===== config.mk =====
export PLATFORM = sky130hd
export DESIGN_NAME = mem_arbiter
export DESIGN_NICKNAME = d
export VERILOG_FILES = /design/src/rtl/mem_arbiter.sv
export SDC_FILE = /design/constraint.sdc
export NUM_CORES = 1
export LEC_CHECK = 0
export CORE_UTILIZATION = 40
export DETAILED_ROUTE_END_ITERATION = 12
export PLACE_DENSITY_LB_ADDON = 0.05
export SYNTH_ARGS = -nofsm -noshare
export SYNTH_HDL_FRONTEND = slang
export SYNTH_SLANG_ARGS = --single-unit

===== constraint.sdc =====
create_clock -name clk -period 3.6 [get_ports clk]
set_input_delay 0.72 -clock clk [delete_from_list [all_inputs] [get_ports clk]]
set_output_delay 0.72 -clock clk [all_outputs]
set_load 0.1 [all_outputs]

===== src/rtl/mem_arbiter.sv =====
// mem_arbiter: round-robin sharing of the data-side memory port between two
// requesters. Sub-word stores become read-modify-write because the memory
// only accepts full-word writes.
module mem_arbiter (
    input  logic        clk,
    input  logic        rst_n,
    input  logic        m0_req,
    input  logic        m0_we,
    input  logic [31:0] m0_addr,
    input  logic [31:0] m0_wdata,
    input  logic [3:0]  m0_be,
    output logic        m0_gnt,
    output logic        m0_done,
    output logic [31:0] m0_rdata,
    input  logic        m1_req,
    input  logic        m1_we,
    input  logic [31:0] m1_addr,
    input  logic [31:0] m1_wdata,
    input  logic [3:0]  m1_be,
    output logic        m1_gnt,
    output logic        m1_done,
    output logic [31:0] m1_rdata,
    output logic [31:0] mem_ra,
    input  logic [31:0] mem_rd,
    output logic        mem_we,
    output logic [31:0] mem_wa,
    output logic [31:0] mem_wd
);

    typedef enum logic [1:0] {
        S_IDLE   = 2'd0,
        S_ACCESS = 2'd1,
        S_WRITE  = 2'd2
    } state_t;

    state_t      r_state;
    state_t      w_state_next;
    logic        r_last;      // owner of the most recent grant (0 = m0, 1 = m1)
    logic        r_owner;
    logic        r_we;
    logic [31:0] r_addr;
    logic [31:0] r_wdata;
    logic [3:0]  r_be;
    logic [31:0] r_merged;
    logic [31:0] r_m0_rdata;
    logic [31:0] r_m1_rdata;
    logic        r_m0_done;
    logic        r_m1_done;

    logic        w_idle;
    logic        w_m0_gnt;
    logic        w_m1_gnt;
    logic        w_accept;
    logic        w_partial;
    logic        w_finish;
    logic        w_mem_we;
    logic [31:0] w_merged;

    // Grants only in IDLE; the loser of the last grant wins a tie. Gating with
    // rst_n keeps both grants low for the whole reset.
    assign w_idle    = (r_state == S_IDLE);
    assign w_m0_gnt  = rst_n & w_idle & m0_req & (~m1_req | r_last);
    assign w_m1_gnt  = rst_n & w_idle & m1_req & (~m0_req | ~r_last);
    assign w_accept  = w_m0_gnt | w_m1_gnt;

    // A write needs a second cycle only when some, but not all, lanes are enabled.
    assign w_partial = r_we & (r_be != 4'h0) & (r_be != 4'hF);
    assign w_finish  = ((r_state == S_ACCESS) & ~w_partial) | (r_state == S_WRITE);

    // Lane merge: enabled lanes from the store data, the rest from memory.
    generate
        for (genvar gi = 0; gi < 4; gi++) begin : g_lane
            assign w_merged[8*gi +: 8] = r_be[gi] ? r_wdata[8*gi +: 8] : mem_rd[8*gi +: 8];
        end
    endgenerate

    // State register.
    always_ff @(posedge clk or negedge rst_n) begin
        if (!rst_n) begin
            r_state <= S_IDLE;
        end else begin
            r_state <= w_state_next;
        end
    end

    // Next-state and memory write-enable decode.
    always_comb begin
        w_state_next = r_state;
        w_mem_we     = 1'b0;
        case (r_state)
            S_IDLE: begin
                if (w_accept) begin
                    w_state_next = S_ACCESS;
                end
            end
            S_ACCESS: begin
                w_mem_we     = r_we & (r_be == 4'hF);
                w_state_next = w_partial ? S_WRITE : S_IDLE;
            end
            S_WRITE: begin
                w_mem_we     = 1'b1;
                w_state_next = S_IDLE;
            end
            default: begin
                w_state_next = S_IDLE;
            end
        endcase
    end

    // Capture the accepted request and build the merged word for partial stores.
    always_ff @(posedge clk or negedge rst_n) begin
        if (!rst_n) begin
            r_last   <= 1'b1;
            r_owner  <= 1'b0;
            r_we     <= 1'b0;
            r_addr   <= 32'h0;
            r_wdata  <= 32'h0;
            r_be     <= 4'h0;
            r_merged <= 32'h0;
        end else begin
            if (w_accept) begin
                r_owner <= w_m1_gnt;
                r_last  <= w_m1_gnt;
                r_we    <= w_m1_gnt ? m1_we    : m0_we;
                r_addr  <= w_m1_gnt ? m1_addr  : m0_addr;
                r_wdata <= w_m1_gnt ? m1_wdata : m0_wdata;
                r_be    <= w_m1_gnt ? m1_be    : m0_be;
            end
            if ((r_state == S_ACCESS) && w_partial) begin
                r_merged <= w_merged;
            end
        end
    end

    // Completion pulses and per-requester read data.
    always_ff @(posedge clk or negedge rst_n) begin
        if (!rst_n) begin
            r_m0_done  <= 1'b0;
            r_m1_done  <= 1'b0;
            r_m0_rdata <= 32'h0;
            r_m1_rdata <= 32'h0;
        end else begin
            r_m0_done <= w_finish & ~r_owner;
            r_m1_done <= w_finish & r_owner;
            if ((r_state == S_ACCESS) && !r_we) begin
                if (r_owner) begin
                    r_m1_rdata <= mem_rd;
                end else begin
                    r_m0_rdata <= mem_rd;
                end
            end
        end
    end

    assign m0_gnt   = w_m0_gnt;
    assign m1_gnt   = w_m1_gnt;
    assign m0_done  = r_m0_done;
    assign m1_done  = r_m1_done;
    assign m0_rdata = r_m0_rdata;
    assign m1_rdata = r_m1_rdata;
    assign mem_ra   = r_addr;
    assign mem_wa   = r_addr;
    assign mem_we   = w_mem_we;
    assign mem_wd   = (r_state == S_WRITE) ? r_merged : r_wdata;

endmodule


==> summary.txt <==
STA
  • Setup Total Neg Slack: 0 ns
  • Endpoints failing hold: 0
  • Final setup viols: 0
  • Skew final: just under 0.009 ns
  • Slew @ Worst Pin: roughly 1.0 ns
  • Slew Limit Fails: 0
  • Max Clk Rate: around 0.33 GHz
  • RSZ-0062 raised after global routing: false
  • Rel. slew slack: between 20 and 30%
  • Period Utilization, post-route: 84.1%
  • Min Tclk post-route: 3.03 ns

Place
  • Placed cell count: around 1300
  • Dpl hpwl: approximately 17000 um
  • Gp weighted congestion: ~0.76
  • PortBufs: 338

Detailed routing
  • Top sig layer: met4
  • Met3 Routed Length: between 1500 and 2000 um
  • Met1 Wirelength: 10900 um
  • Final WL: between 20000 and 30000 um
  • Routed Antenna Nets: 0
  • DR DRC count: 0
  • Pre-Repair DR Iteration Count: 4
  • Vias per inst: 5.15
  • Routed wl met2: 12000 um
  • Iteration-0 DRC Markers: around 260
  • Via count: about 6700
  • Wire per inst: 19.4 um

Yosys
  • Yosys Warn Count: 0
  • Syn_area_per_cell: about 11 um2
  • Post-synth EDFFs: 0
  • Cell accounting for the most synthesized area: dfrtp_1
  • Post-Synthesis Cells: 727
  • Top cell type's share of synthesized area: 51.2%
  • Synth cell types: 31
  • Mapped cell area: just over 0.008 mm2
  • Main synth FF type: dfrtp_1
  • Area contributors post-synth: dfrtp_1, mux2_2, nand2_1
  • Sequential area share after synthesis: between 50% and 60%
  • Net count after synthesis: between 900 and 1000
  • FF+latch count, synth: ~170
  • Asr flop ratio synth: 100%

Clocking
  • CTS Buf Count: 17
  • Setup Buffers After CTS: 0
  • CTS root buffer: clkbuf_16
  • CTS max path bufs: 2
  • Htree depth: 4
  • Clk sinks: roughly 170
  • CTS clk-pin slew, worst paths: around 0.070 ns
  • CTS tree: done
  • Cts hold-fix bufs: 0
  • # resized after CTS: 0
  • Clk Latency, worst-skew pair: 0.43 ns

Run status
  • Status: finished clean

Min path
  • Min-delay worst type: in2async

Floorplan
  • Die area: 0.0213 mm2
  • IO Count: ~340
  • Die Width: approximately 150 um
  • Core area: 0.0203 mm2
  • Starting Density: approximately two fifths
  • Die height: roughly 150 um
  • Cell row count: between 50 and 60

Critical path
  • WP data required: 2.88 ns
  • Max FO, Critical Path: 21
  • Critical path class: reg2out
  • CP cell instances: inv_1 > ha_2 > buf_12 > mux2_2 > buf_4
  • Critical path buffer and inverter count: 3
  • Critical Path Sink Type: output port
  • CP max stage cell: ha_2
  • Crit path DAT: between 2 and 2.5 ns
  • Max stage delay on crit path: ~0.52 ns
  • Worst setup SP type: flip-flop
  • Top delay family on crit path: buffers and inverters

GRT
  • Initial antenna violation count: 0
  • Tot GR Track Use: 23.9%
  • First-pass GRT wire length: 39200 um
  • Vias in the first global route: 6714
  • Total grt overflow: 0
  • Largest net degree at the start of global routing: slightly above 70

Cells and area
  • Antenna fix cells: 0
  • Final Util: between 60 and 70%
  • Layout cells sized above 1: 23.2%
  • Post-layout net count: roughly 1200
  • Filler Cell Count: around 1800
  • Final std cells w/o fill: roughly 1300
  • Syn-to-layout area delta: 46.8%

Job
  • Max-cap violations: 0
synth_stat cells (all sizes together), types with 2 or more instances:
library cell / number
inv: 4
ha: 4
buf: 49
clkbuf: 39
o211ai: 70
nand3: 69
nand2: 141
a21o: 2
mux2: 162
nor2: 2
dfrtp: 170
area by class of cell:
cell class	instances	area [um2]	share of cell area, %
Inverter	4	15.0	0.123
Sequential cell	171	4280	35.1
Multi-Input combinational cell	464	3530	29.0
Timing Repair Buffer	352	3430	28.2
Clock buffer	20	447	3.67
Tap cell	270	338	2.77
Clock inverter	12	139	1.14
logic make-up after synthesis:
group | Yosys count | synth area share, %
mux | 162 | 23.3
compound gates | 78 | 7.07
fa+ha+maj | 4 | 0.603
simple gates | 220 | 11.3
buf+inv | 92 | 6.13
flops | 171 | 51.6
final timing paths:
path | cells after the start | start | slack [ns] | to
max in group asynchronous | 3 | rst_n | 1.76 | r_merged[2]
min | 1 | rst_n | 0.19 | r_merged[15]
max | 5 | r_state[0] | 0.57 | mem_wd[6]
min in group clk | 1 | r_merged[0] | 0.48 | r_merged[0]
min reg2reg | 1 | r_merged[0] | 0.48 | r_merged[0]
max reg2reg | 4 | r_be[2] | 1.17 | r_merged[0]
worst register-to-register path, delay by kind of cell, from the launching register on:
kind	cells	cell delay, ns
and+or+nand+nor	2	1.01
DFF	1	0.60
muxes	1	0.38
buffers and inverters	1	0.34
sequential cells by signal (all words and copies together), names as in the netlist:
name	cells
m0_rdata	32
m1_rdata	32
mem_ra	32
r_merged	32
r_wdata	32
r_be	4
r_state	2
m0_done	1
m1_done	1
r_last	1
r_owner	1
r_we	1
through the flow:
step	area [um2]	setup slack (ns)	hold WS, ns
floorplan	8300	0.874	0.424
global route	12200	0.467	0.198
detailed placement	11600	0.846	0.471
CTS	12200	0.533	0.185
finish	12200	0.574	0.191
global placement	11600	0.914	0.466
placed cells by master, fill, tap and decap left out, types with 2 or more instances in the layout:
cell and count:
clkbuf_1 2, mux2_2 117, nand2_1 140, clkinv_2 2
bufinv_16 2, clkbuf_16 17, ha_1 3, clkinvlp_4 3
inv_6 3, mux2_4 29, nand3_1 69, inv_1 4
mux2_1 16, clkdlybuf4s50_1 300, nor2_1 2, a21o_1 2
buf_4 48, buf_12 3, dfrtp_1 170, o211ai_1 70
per-layer routing:
metal,vias up,global-route usage (%)
met4,0,7.55
met3,26,5.81
met2,262,39.2
li1,3090,-
met1,3281,31.1
met5,-,0
Power is left out: the tool's default activity adds up to more than one toggle a clock period on the data nets, which glitch-free logic cannot reach.
